## config.mk

```make
export PLATFORM = sky130hd
export DESIGN_NAME = spram_seq_ctrl
export DESIGN_NICKNAME = d
export VERILOG_FILES = /design/src/rtl/spram_ctrl_pkg.sv /design/src/rtl/spram_rd_skid_fifo.sv /design/src/rtl/spram_seq_ctrl.sv
export SDC_FILE = /design/constraint.sdc
export NUM_CORES = 1
export LEC_CHECK = 0
export ABC_AREA = 1
export CAP_MARGIN = 40
export CORE_MARGIN = 2
export CORE_UTILIZATION = 35
export CTS_CLUSTER_SIZE = 12
export DETAILED_ROUTE_END_ITERATION = 16
export GPL_TIMING_DRIVEN = 0
export MAX_ROUTING_LAYER = met4
export PLACE_DENSITY = 0.68
export SYNTH_ARGS = -nofsm -noshare
export SYNTH_HDL_FRONTEND = slang
export SYNTH_HIERARCHICAL = 1
export SYNTH_SLANG_ARGS = --single-unit
```

## constraint.sdc

```tcl
create_clock -name clk -period 5.62 [get_ports clk]
set_input_delay 1.124 -clock clk [delete_from_list [all_inputs] [get_ports clk]]
set_output_delay 1.124 -clock clk [all_outputs]
set_load 0.03 [all_outputs]
```

## src/rtl/spram_ctrl_pkg.sv

```systemverilog
// Shared definitions for the single-port RAM burst sequencer: FSM states,
// read-buffer depth and the read-issue admission check.
package spram_ctrl_pkg;

  typedef enum logic [1:0] {
    ST_IDLE  = 2'd0,
    ST_WRITE = 2'd1,
    ST_READ  = 2'd2,
    ST_DRAIN = 2'd3
  } state_t;

  localparam int FIFO_DEPTH = 2;

  // A new read may issue only if the word it returns is guaranteed a FIFO slot.
  function automatic logic fifo_has_room(input logic full, input logic empty,
                                         input logic inflight, input logic pop);
    logic [2:0] occ;
    occ = full ? 3'd2 : (empty ? 3'd0 : 3'd1);
    return (occ + {2'b00, inflight}) < (3'(FIFO_DEPTH) + {2'b00, pop});
  endfunction

endpackage

```

## src/rtl/spram_rd_skid_fifo.sv

```systemverilog
// Two-entry output buffer absorbing RAM read data while the consumer stalls.
module spram_rd_skid_fifo
  import spram_ctrl_pkg::*;
#(
  parameter int DWIDTH = 60
) (
  input  logic              clk,
  input  logic              resetn,
  input  logic              push,
  input  logic              pop,
  input  logic [DWIDTH-1:0] din,
  output logic [DWIDTH-1:0] dout,
  output logic              full,
  output logic              empty
);

  logic [DWIDTH-1:0] buf_q [FIFO_DEPTH];
  logic              wp;
  logic              rp;
  logic [1:0]        cnt;
  logic              push_ok;
  logic              pop_ok;

  assign full    = (cnt == 2'(FIFO_DEPTH));
  assign empty   = (cnt == 2'd0);
  assign push_ok = push && (!full || pop);
  assign pop_ok  = pop && !empty;
  assign dout    = buf_q[rp];

  always_ff @(posedge clk) begin
    if (!resetn) begin
      wp  <= 1'b0;
      rp  <= 1'b0;
      cnt <= 2'd0;
    end else begin
      if (push_ok) wp <= ~wp;
      if (pop_ok)  rp <= ~rp;
      cnt <= cnt + {1'b0, push_ok} - {1'b0, pop_ok};
    end
  end

  always_ff @(posedge clk) begin
    if (push_ok) buf_q[wp] <= din;
  end

endmodule

```

## src/rtl/spram_seq_ctrl.sv

```systemverilog
// Burst sequencer for a single-port RAM: streams write bursts into the RAM and
// read bursts out through a two-entry buffer with full back-pressure support.
module spram_seq_ctrl
  import spram_ctrl_pkg::*;
#(
  parameter int AWIDTH    = 12,
  parameter int DWIDTH    = 60,
  parameter int NUM_WORDS = 4096
) (
  input  logic              clk,
  input  logic              resetn,
  input  logic              cmd_valid,
  output logic              cmd_ready,
  input  logic              cmd_op,
  input  logic [AWIDTH-1:0] cmd_base,
  input  logic [AWIDTH:0]   cmd_len,
  input  logic              wr_valid,
  output logic              wr_ready,
  input  logic [DWIDTH-1:0] wr_data,
  output logic              rd_valid,
  input  logic              rd_ready,
  output logic [DWIDTH-1:0] rd_data,
  output logic              done,
  output logic [AWIDTH-1:0] mem_addr,
  output logic              mem_wren,
  output logic [DWIDTH-1:0] mem_wdata,
  input  logic [DWIDTH-1:0] mem_rdata
);

  localparam logic [AWIDTH:0] MAX_LEN = (AWIDTH+1)'(NUM_WORDS);

  state_t            state;
  logic [AWIDTH-1:0] addr_q;
  logic [AWIDTH:0]   cnt_q;
  logic [AWIDTH:0]   len_eff;
  logic              vld_p1;
  logic              done_q;
  logic              issue;
  logic              pop;
  logic              fifo_full;
  logic              fifo_empty;

  assign len_eff   = (cmd_len > MAX_LEN) ? MAX_LEN : cmd_len;
  assign cmd_ready = (state == ST_IDLE);
  assign wr_ready  = (state == ST_WRITE);
  assign mem_wren  = wr_ready && wr_valid;
  assign mem_wdata = wr_data;
  assign mem_addr  = addr_q;
  assign done      = done_q;
  assign rd_valid  = !fifo_empty;
  assign pop       = rd_valid && rd_ready;
  assign issue     = (state == ST_READ) && (cnt_q != '0) &&
                     fifo_has_room(fifo_full, fifo_empty, vld_p1, pop);

  always_ff @(posedge clk) begin
    if (!resetn) begin
      state  <= ST_IDLE;
      addr_q <= '0;
      cnt_q  <= '0;
      vld_p1 <= 1'b0;
      done_q <= 1'b0;
    end else begin
      done_q <= 1'b0;
      // p0 -> p1: a read issued this cycle returns data from the RAM next cycle
      vld_p1 <= issue;
      unique case (state)
        ST_IDLE: begin
          if (cmd_valid) begin
            if (len_eff == '0) begin
              done_q <= 1'b1;
            end else begin
              addr_q <= cmd_base;
              cnt_q  <= len_eff;
              state  <= cmd_op ? ST_READ : ST_WRITE;
            end
          end
        end
        ST_WRITE: begin
          if (wr_valid) begin
            addr_q <= addr_q + AWIDTH'(1);
            cnt_q  <= cnt_q - (AWIDTH+1)'(1);
            if (cnt_q == (AWIDTH+1)'(1)) begin
              state  <= ST_IDLE;
              done_q <= 1'b1;
            end
          end
        end
        ST_READ: begin
          if (issue) begin
            addr_q <= addr_q + AWIDTH'(1);
            cnt_q  <= cnt_q - (AWIDTH+1)'(1);
            if (cnt_q == (AWIDTH+1)'(1)) state <= ST_DRAIN;
          end
        end
        ST_DRAIN: begin
          // Last word leaves when nothing is in flight and it is the only one buffered
          if (pop && !vld_p1 && !fifo_full) begin
            state  <= ST_IDLE;
            done_q <= 1'b1;
          end
        end
        default: state <= ST_IDLE;
      endcase
    end
  end

  spram_rd_skid_fifo #(
    .DWIDTH (DWIDTH)
  ) u_rd_fifo (
    .clk    (clk),
    .resetn (resetn),
    .push   (vld_p1),
    .pop    (pop),
    .din    (mem_rdata),
    .dout   (rd_data),
    .full   (fifo_full),
    .empty  (fifo_empty)
  );

endmodule

```

Yosys cells after proc, flatten, opt, wreduce, memory -nomap -nowiden. Memory sizes are Yosys's and may differ from the RTL's. A register that Yosys moved wholly into a read port is not among the register bits. Cells that the tools add are included.

Add/sub/neg operators: 6. $lt $le $gt $ge: 2. Bitwise gates (word level): 2. Reduce and logical (&&, ||, !) cells: 19. Equal/unequal tests: 12. Muxes and demuxes: 32.

Operators with widths (count): $mux W13 (5); $mux W12 (4); $pmux W13 S3 (1); $pmux W12 S3 (1); $mux W2 (9); $eq A13 B1 Y1 const B (1); $gt A13 B13 Y1 const B (1); $logic_not A13 Y1 (1); $reduce_bool A13 Y1 (1); $sub A13 B1 Y13 const B (1); $add A12 B1 Y12 const B (1); $mux W1 (10); $ne A2 B2 Y1 const B (5); $logic_and A1 B1 Y1 (8); $pmux W2 S4 (1); $reduce_and A7 Y1 (1); $eq A2 B2 Y1 const B (3); $reduce_and A5 Y1 (1); $logic_not A2 Y1 (2); $ne A2 B1 Y1 const B (2); $add A2 B1 Y3 (1); $add A2 B1 Y3 const A (1); $logic_not A1 Y1 (3); $lt A3 B3 Y1 (1); other kinds (7) (8).

Logic and storage cells: 82. Memories kept: 1. Output and inout bits: 137. Register bits after elaboration: 33. Bits in writable memories: 120. Input port bits: 151.

Memory list: u_rd_fifo.buf_q (depth 2, bits a word 60, rd ports 1, clocked after memory_dff 1, wr ports 1, RTL line spram_rd_skid_fifo.sv:17) `logic [DWIDTH-1:0] buf_q [FIFO_DEPTH];`.

Logic depth before layout (Yosys ltp). Gate-level depths: netlist of the first run.

Depth in word-level cells: 8. Mapped depth: 16. Mapped depth without buffers: 15.

Modules after synthesis. Netlist of the first run, hierarchy kept.

By module, submodules not included: spram_rd_skid_fifo (area each 4884.7 µm², cells an instance 225, instances 1, seq. area each 3703.6 µm²); spram_seq_ctrl (area each 2917.8 µm², cells an instance 486, instances 1, seq. area each 580.6 µm²).

Worst setup path before layout of the first run. OpenSTA, ideal clock, no wires.

Kind: input -> register. Start: input port rd_ready. End: memory u_rd_fifo.buf_q[0][0], enable pin. Setup time: 0.478 ns. Stages: 6. Data arrival time: 4.010 ns. Data required time: 5.142 ns. Buffers on the path: 0. Path slack: 1.132 ns. Cell sequence: inv_1 nor2_1 inv_1 nand3_1 nand2_1 nor2_1.

Cells in the longest elaborated chain, start to end: 5.

RTL lines: from (decl) (RTL line spram_seq_ctrl.sv:21) `input logic rd_ready,`; $logic_and A1 B1 Y1 (RTL line spram_seq_ctrl.sv:51) `assign pop = rd_valid && rd_ready;`; via pop (RTL line spram_seq_ctrl.sv:39) `logic pop;`; $logic_or A1 B1 Y1 (RTL line spram_rd_skid_fifo.sv:26) `assign push_ok = push && (!full || pop);`; $logic_and A1 B1 Y1 (RTL line spram_rd_skid_fifo.sv:26); $mux W1 (RTL line spram_rd_skid_fifo.sv:43) `if (push_ok) buf_q[wp] <= din;`; $mux W1 (not written as such) (RTL line spram_rd_skid_fifo.sv:43); to (decl) (RTL line spram_rd_skid_fifo.sv:17).

The timed path passes the listed nets, and every way through them passes these cells.

Worst setup path after layout of the first run.
Start: input port wr_valid. End: output port mem_wren.

Cells in the longest elaborated chain, start to end: 1.

RTL lines: from (decl) (RTL line spram_seq_ctrl.sv:17) `input logic wr_valid,`; $logic_and A1 B1 Y1 (RTL line spram_seq_ctrl.sv:46) `assign mem_wren = wr_ready && wr_valid;`; to (decl) (RTL line spram_seq_ctrl.sv:25) `output logic mem_wren,`.

Every way passes these cells.

==> results of run 1 <==
==> final cells by class <==
class	instances	area (sq um)
clock buffers	17	425
flip-flops and latches	154	4280
inverters	58	218
well taps	280	350
plain buffers	84	701
repair buffers	230	2340
clock inverters	15	148
multi-input cells	415	2610
fillers	1919	10700
diodes	1	2.50
==> sequential cells by signal, indices dropped and copies added (netlist names), named ones only <==
name / cells
u_rd_fifo/cnt: 2
cnt_q: 13
vld_p1: 1
u_rd_fifo/wp: 1
done: 1
mem_addr: 12
u_rd_fifo/rp: 1
u_rd_fifo/buf_q: 120
state: 2
==> per-layer routing <==
layer | GRT usage (%) | vias up | part of all wire, %
met4 | 5.51 | 0 | 2.1
met2 | 25.9 | 204 | 48
met3 | 3.37 | 26 | 6.5
met5 | - | - | 0
met1 | 20.3 | 2687 | 44
li1 | - | 2834 | -
==> cells in the final DEF (no fill, tap or decap), types with 17 or more instances in the layout <==
cell                                n
sky130_fd_sc_hd__clkbuf_16         17
sky130_fd_sc_hd__nand3_1           50
sky130_fd_sc_hd__mux2_4            60
sky130_fd_sc_hd__inv_1             57
sky130_fd_sc_hd__nor2_1            92
sky130_fd_sc_hd__nand2_1          133
sky130_fd_sc_hd__buf_4             60
sky130_fd_sc_hd__edfxtp_1         120
sky130_fd_sc_hd__dfxtp_1           34
sky130_fd_sc_hd__clkdlybuf4s50_1  227
sky130_fd_sc_hd__a21oi_1           23
==> worst register-to-register path: cells and delay by family (launching register included) <==
| kind | cells | cell delay (ps) |
|---|---|---|
| adder cells (fa/ha/maj) | 2 | 360 |
| AO/OA/AOI/OAI | 1 | 120 |
| buffers and inverters | 3 | 400 |
| flip-flops | 1 | 320 |
| AND/OR/NAND/NOR | 10 | 1070 |
==> metrics by stage <==
stage	area, sq um	util (%)
global placement	10400	47.8
detailed placement	10500	48.1
floorplan	7800	-
finish	11100	50.8
global route	11100	50.8
CTS	11100	50.7
==> cells by family (layout without fill, tap and decap cells) <==
kind of cell | Yosys count | in the layout
simple gates | 295 | 295
flops | 154 | 154
buf+inv | 142 | 404
mux | 62 | 62
compound gates | 40 | 40
fa+ha+maj | 13 | 13
xor+xnor | 5 | 5
other cells | 0 | 1
==> report_power, final <==
part           internal [mW]  switching, mW  total (mW)
clock                  0.592          0.525        1.12
sequential              1.41          0.142        1.55
combinational          0.860           1.21        2.07
==> worst max path at each step <==
stage | to | depth (start not counted)
floorplan | u_rd_fifo/buf_q[0][0]$_DFFE_PP_ | 6
finish | mem_wren | 4
global route | mem_wren | 4
detailed placement | mem_wren | 4
global placement | u_rd_fifo/buf_q[0][19]$_DFFE_PP_ | 7
CTS | mem_wren | 4
==> results.txt, run 1 <==
Of the available clock period, the critical path in the final layout requires a little over three fifths. The minimum setup slack among reg-to-reg paths is ~3300 ps. The y dimension of the die is 153 um. The number of CTS-inserted buffers came out at 17.

The smallest clock period supported by the final layout is computed as ~3500 ps. The number of standard cells in the layout, taps in and fillers out came out at approximately 1300. The leakage power of the design is roughly 4.5 nW.

Max-cap violations in this run came to 0. The transition at the pin with the smallest max-transition slack came out at just under 700 ps. Summing the areas of all compound-gate instances in the mapped netlist gives between 2 and 3% of the synthesized area. For this run, the leading register cell type out of synthesis is sky130_fd_sc_hd__edfxtp_1. In this run the most critical hold path is launched from u_rd_fifo/rp$_SDFFE_PN0P_. The core region area is ~22000 sq um. In the post-synthesis netlist, the biggest area contributors are sky130_fd_sc_hd__edfxtp_1, sky130_fd_sc_hd__mux2_4, sky130_fd_sc_hd__dfxtp_1.

The data arrival time at the worst-slack endpoint is approximately 2400 ps. The number of max-slew violations in the final report came to 0. The xor-xnor portion of the synthesized cell area came out at less than 1%. The adder-cell share of the synthesized area came out at under 10%. The critical path is of the input pin to output port type. For hold timing, the worst endpoint is u_rd_fifo/rp$_SDFFE_PN0P_. The post-synthesis instance area is about 8000 sq um.

The share of layout cells above drive strength 1 is between 10% and 20%. The most instantiated library cell after synthesis is sky130_fd_sc_hd__nand2_1. The number of antenna violations at the first check in global routing came out at 1. The mux contribution to synthesized area is a little under an eighth. The routed design has roughly 19000 um of wire. Routability-driven placement finished with a final weighted congestion of between 0.9 and 1. The full die area is approximately 24000 sq um. The dominant combinational cell family by area after synthesis is simple AND/OR/NAND/NOR gates.

The top-level port count is around 290. Setup repair after global routing left no endpoint under its margin. The endpoint of the worst-slack reg-to-reg timing path is cnt_q[12]$_SDFFE_PN0P_. Overall power consumption after layout is estimated at between 4 and 5 mW. The cell that appears most often on the critical path is sky130_fd_sc_hd__clkdlybuf4s50_1. The cell count of the worst reg-to-reg path came out at 16.

The number of nets with antenna violations after detailed routing is 0. The cell type with the highest aggregate area in the netlist is sky130_fd_sc_hd__edfxtp_1. The achievable frequency came out at between 200 and 300 MHz. Once placement completed, the tool counted placed cells totaling ~1200. The routed wirelength normalized by instance count is ~15 um. The worst hold slack is 497 ps.

In this run the clock root is driven by a sky130_fd_sc_hd__clkbuf_16. The clock sink count is approximately 150. Once routing completed, OpenROAD measured the worst setup slack at 2090 ps. The post-synthesis area per instance came out at 11.0 sq um.

Dividing the detail-routed via count by the number of cells gives about 4.6. The fraction of the mapped netlist area in simple logic gates is about 16%. Counting flops with a built-in enable in the synthesized netlist gives between 100 and 150.

The required time of the critical path is between 4000 and 5000 ps. The buffer and inverter count on the worst path came out at 3. During placement, the flow inserted port buffers numbering around 230.

The portion of synthesized cell area occupied by the leading cell type is 46.2%. The portion of the post-synthesis area used by sequential elements is a little over half. Counting every net in the synthesized netlist gives slightly below 900. The share of synthesized flip-flops with an asynchronous set or reset came out at 0%. The critical-path cell with the highest stage delay is sky130_fd_sc_hd__clkdlybuf4s50_1.

Walking the worst path, the cells encountered are clkdlybuf4s50_1 > nand2_1 > inv_1 > clkdlybuf4s50_1. The via count of the first global-routing pass is 5467. The setup slack after placement is approximately 2100 ps. The maximum cell stage delay along the critical path is roughly 670 ps. The maximum ir drop on the vdd rail came out at between 200 and 250 uV. After detailed routing, the number of remaining DRC violations is 0.

The maximum root-to-sink buffer count came out at 2. The count of hold-fix buffers inserted at cts came out at 0. The worst register-to-register path begins at u_rd_fifo/cnt[1]$_SDFF_PN0_.

The later-pin clock latency in the skew report is between 400 and 500 ps. The clock slew at the register clock pins of the worst setup and hold paths came out at 70 ps. The instance count of the mapped netlist came out at ~710. The number of detailed-route iterations in the first pass is 4. STA classifies the critical path endpoint as an output port. The global router's overall resource usage came out at 16.1%. The netlist uses 33 different library cells. The number of H-tree levels is 4. The post-CTS setup repair buffer count is 0. In this run the power density over the cells is 428 nW/um^2. Once detailed placement completed, the half-perimeter wirelength came to 14200 um. The highest net fanout along the worst path is 2. The commonest cells after synthesis are sky130_fd_sc_hd__nand2_1, sky130_fd_sc_hd__edfxtp_1, sky130_fd_sc_hd__nor2_1. The kind of cell with the highest combined delay along the critical path is buffers and inverters. The final layout net count is around 1100. The initial detailed-routing violation count is about 270. The number of instances on the worst hold path is 2. The maximum number of pins on one net before global-route repair is 37.

The effective utilization at floorplan is between 30% and 40%. The number of hold-slack violations in the final timing report is 0. TritonCTS built the clock tree. Between clock sinks in the finished design, the worst skew comes to ~9.1 ps. The path class of the tightest hold or removal check is register to register. The warning count from the yosys run is 6. The flow ran to the end, and the final reports show no timing, DRC or antenna violations.

Tracing the worst setup path back leads to its startpoint at wr_valid. Compared with the post-synthesis result, the final layout area differs by 41.9%. The routed layout has between 5000 and 6000 vias. The wire length of the first global-routing pass came out at about 29000 um. Setup violations remaining at the end of the flow were counted as 0. Post-CTS repair changed the size of 0 cells. After routing, the total negative slack on setup checks comes to 0 ps. The width of the die came out at 153 um. The number of placement rows is 54. The relative slew slack came out at a little over half. The register bit total from synthesis is 154. The total overflow left after global routing is 0. The worst setup path is launched from an input pin.
(Power assumes the default switching activity.)
==> run 2, diff against run 1 <==
==> constraint.sdc (replaced) <==
create_clock -name clk -period 3.35 [get_ports clk]
set_input_delay 0.67 -clock clk [delete_from_list [all_inputs] [get_ports clk]]
set_output_delay 0.67 -clock clk [all_outputs]
set_load 0.03 [all_outputs]
==> run 2 against run 1 <==
  * Sequential power up 68%
  * Critical path depth unchanged
  * Highest routed layer unchanged
  * First-iteration DRC count is 2.2% higher
  * Largest power group unchanged
  * Routed wire length increased by 0.45%
  * Hold slack about the same
  * Critical endpoint is now rd_data[33]
  * Utilization is 0.15 points higher
  * Sequential share of layout area shrank 0.11 points
  * Combinational power is 67% higher
  * Clock power up 69%
  * Non-clock buffer count is the same
  * Final area is 0.29% higher
==> results.txt, run 2 (synthesis results as in run 1) <==
The relative slew slack is 55.6% (+0.87 points). The number of H-tree levels is 4 (unchanged). The startpoint identified for the worst hold timing path is u_rd_fifo/rp$_SDFFE_PN0P_. The run finished with clean final reports. The post-place instance area is 10500 sq um (about the same). The number of resized instances in the post-cts repair step was 0 (unchanged).

The total global routing overflow came out at 0 (unchanged). The critical path class is register to output port. The signal on the critical path passes through buf_6 > buf_12 > mux2_4 > clkdlybuf4s50_1.

The final critical-path setup slack is 633 ps (-1460 ps). The post-detailed-route via-to-cell ratio is 4.50 (-1.8%). The worst register-to-register path begins at u_rd_fifo/cnt[1]$_SDFF_PN0_. The number of max-slew violations in the final report is 0 (unchanged). The maximum cell stage delay along the critical path is 640 ps (-30 ps). The core occupancy in the finished layout is 50.9% (+0.15 points). The time the worst path needs with I/O delays and setup came out at ~2700 ps. The critical-path cell with the highest stage delay is sky130_fd_sc_hd__clkdlybuf4s50_1. The path class of the tightest hold or removal check is register to register. The number of instances on the worst hold path came out at 2 (unchanged). The total number of vias came to 5648 (-1.8%). The flip-flop count of the largest register, all copies and words added is 120 (unchanged). The leakage power of the design was 4.49 nW (+0.47%).

The final layout net count came out at 1124 (unchanged). The cell count of the worst reg-to-reg path came to 16 (unchanged). The total power per unit cell area came to 717 nW/um^2 (+68%). TritonCTS built the clock tree. The share of layout cells above drive strength 1 came to 19.0% (+0.10 points). The number of port buffers is 227 (unchanged). The kind of start point of the critical path is a register.

The core region area was 21800 sq um (unchanged). The final wirelength is 18800 um (+0.45%). The top-level port count is 288 (unchanged). CTS placed an instance of sky130_fd_sc_hd__clkbuf_16 at the clock tree root. The clock sink count came out at 154 (unchanged). The initial detailed-routing violation count is 274 (+2.2%). The share of power burned in the clock network came out at 23.8% (+0.2 points). The number of CTS-inserted buffers came out at 17 (unchanged).

Grouping stages by cell kind, the critical path spends the most delay in buffers and inverters. The minimum setup slack among reg-to-reg paths came out at 970 ps (-2280 ps). The count of hold-fix buffers inserted at cts was 0 (unchanged). The buffer and inverter count on the worst path came out at 3 (unchanged). The y dimension of the die came out at 153 um (unchanged).

The final count of negative-setup-slack endpoints was 0 (unchanged). The routed wirelength normalized by instance count came out at 15.0 um (+0.45%). The via count of the first global-routing pass is 5511 (+0.80%). The maximum root-to-sink buffer count was 2 (unchanged). The effective utilization at floorplan came to 35.8% (unchanged). The count of maximum capacitance violations is 0 (unchanged). Setup repair after global routing left no endpoint under its margin.

The half-perimeter wire length after detailed placement came out at 14200 um (about the same). The portion of total power attributed to combinational logic came out at 43.5% (about the same). In this run the critical register-to-register path is captured at cnt_q[4]$_SDFFE_PN0P_. The internal power summed over all cells is 4.82 mW (+68%). The commonest non-fill, non-tap cell in the layout is sky130_fd_sc_hd__clkdlybuf4s50_1. The final critical-path share of the clock period came out at 81.1%. The routability congestion estimate is 0.908 (-1.3%). The net switching power came out at 3.15 mW (+68%). The number of antenna violations at the first check in global routing came out at 1 (unchanged). The worst setup path is captured at an output port.

The fraction of power spent switching nets is 39.5% (about the same). The maximum number of pins on one net before global-route repair is 44 (+19%). The share of power burned in registers was 32.7% (about the same). The transition at the pin with the smallest max-transition slack came out at 665 ps (-13.1 ps). The final worst clock skew came to 15.4 ps (+6.28 ps). The area overhead of the layout relative to synthesis came out at 42.4%. The hold-critical path endpoint is u_rd_fifo/rp$_SDFFE_PN0P_.

The clock slew at the register clock pins of the worst setup and hold paths was 60 ps (about the same). The wire length of the first global-routing pass is 29500 um (+1.3%). The later-pin clock latency in the skew report came out at 420 ps (about the same). The maximum ir drop on the vdd rail is 442 uV (+77%). The number of detailed-route iterations in the first pass was 5 (+1). The required time of the critical path is 2680 ps (-1820 ps). The highest net fanout along the worst path is 10 (+8).

The data arrival time at the worst-slack endpoint came out at 2050 ps (-360 ps). The number of hold-slack violations in the final timing report is 0 (unchanged). Counting flops per register, the top entry is u_rd_fifo/buf_q. The number of placement rows came out at 54 (unchanged).

The number of nets with antenna violations after detailed routing is 0 (unchanged). The DRC violation count after routing was 0 (unchanged). The post-CTS setup repair buffer count came out at 0 (unchanged). The width of the die was 153 um (unchanged).

The area of all placed cells without fillers is 11100 sq um (+0.29%). The setup slack after placement is 290 ps (-1800 ps). Leaving out fill and tap cells, the most frequent cells in the layout are sky130_fd_sc_hd__clkdlybuf4s50_1, sky130_fd_sc_hd__nand2_1, sky130_fd_sc_hd__edfxtp_1. The achievable frequency came out at 368 MHz. The global router's overall resource usage is 16.4% (+0.27 points). The full die area is 23500 sq um (unchanged).
[run 2: cell types whose count changed in the layout (fill, tap and decap cells not counted)]
cell	previous run	this run
sky130_fd_sc_hd__clkinv_8	1	4
sky130_fd_sc_hd__buf_16	1	2
sky130_fd_sc_hd__clkinv_1	1	0
sky130_fd_sc_hd__clkinv_4	0	3
sky130_fd_sc_hd__clkinv_2	0	1
sky130_fd_sc_hd__inv_2	1	0
sky130_fd_sc_hd__clkinvlp_4	3	0
sky130_fd_sc_hd__inv_4	0	1
sky130_fd_sc_hd__inv_6	3	2
sky130_fd_sc_hd__inv_8	7	5
sky130_fd_sc_hd__buf_12	9	8
[run 2: per-layer routing]
layer / track usage [%] / part of all wire (%)
met1: 20.6 / 44
met2: 26.4 / 48
met3: 3.91 / 5.9
met4: 4.63 / 1.6
met5: - / 0
[run 2: metrics by stage]
| step | instances | power [mW] | setup TNS, ps | hold slack (ps) |
|---|---|---|---|---|
| after floorplan | 711 | 5.01 | 0 | 452 |
| after global placement | 1218 | 6.05 | -128260 | 472 |
| after detailed placement | 1221 | 6.10 | 0 | 482 |
| after CTS | 1253 | 8.02 | 0 | 499 |
| after global routing | 1254 | 8.51 | 0 | 523 |
| final | 1254 | 7.96 | 0 | 498 |
[run 2: final cells by class]
class                           count  area (sq um)
Timing Repair Buffer              230          2350
Clock buffer                       17           425
Sequential cell                   154          4280
Inverter                           58           220
Buffer                             84           701
Antenna cell                        1          2.50
Tap cell                          280           350
Fill cell                        1951         10700
Multi-Input combinational cell    415          2610
Clock inverter                     15           170
[run 2: how the worst max path moves through the flow]
stage	slack, ps	start	end	cells after the start
3_5_place_dp	290	rd_ready	u_rd_fifo/buf_q[0][24]$_DFFE_PP_	9
5_1_grt	570	register	rd_data[34]	4
2_1_floorplan	320	rd_ready	u_rd_fifo/buf_q[0][0]$_DFFE_PP_	6
3_3_place_gp	-1390	rd_ready	u_rd_fifo/buf_q[0][20]$_DFFE_PP_	7
6_report	630	register	rd_data[33]	4
4_1_cts	580	register	rd_data[34]	4
[run 2: worst register-to-register path: cells and delay by family, from the launching register on]
family          cells  cell delay, ps
fa+ha+maj           2             360
buf+inv             3             410
compound gates      1             120
simple gates       10            1090
flops               1             310
[run 2: power by group through the flow]
stage          Sequential (mW)  Combinational, mW  Clock (mW)
2_1_floorplan             2.71               2.31           0
3_3_place_gp              2.64               3.41           0
3_5_place_dp              2.64               3.46           0
4_1_cts                   2.60               3.47        1.95
5_1_grt                   2.64               3.84        2.03
6_report                  2.61               3.46        1.89
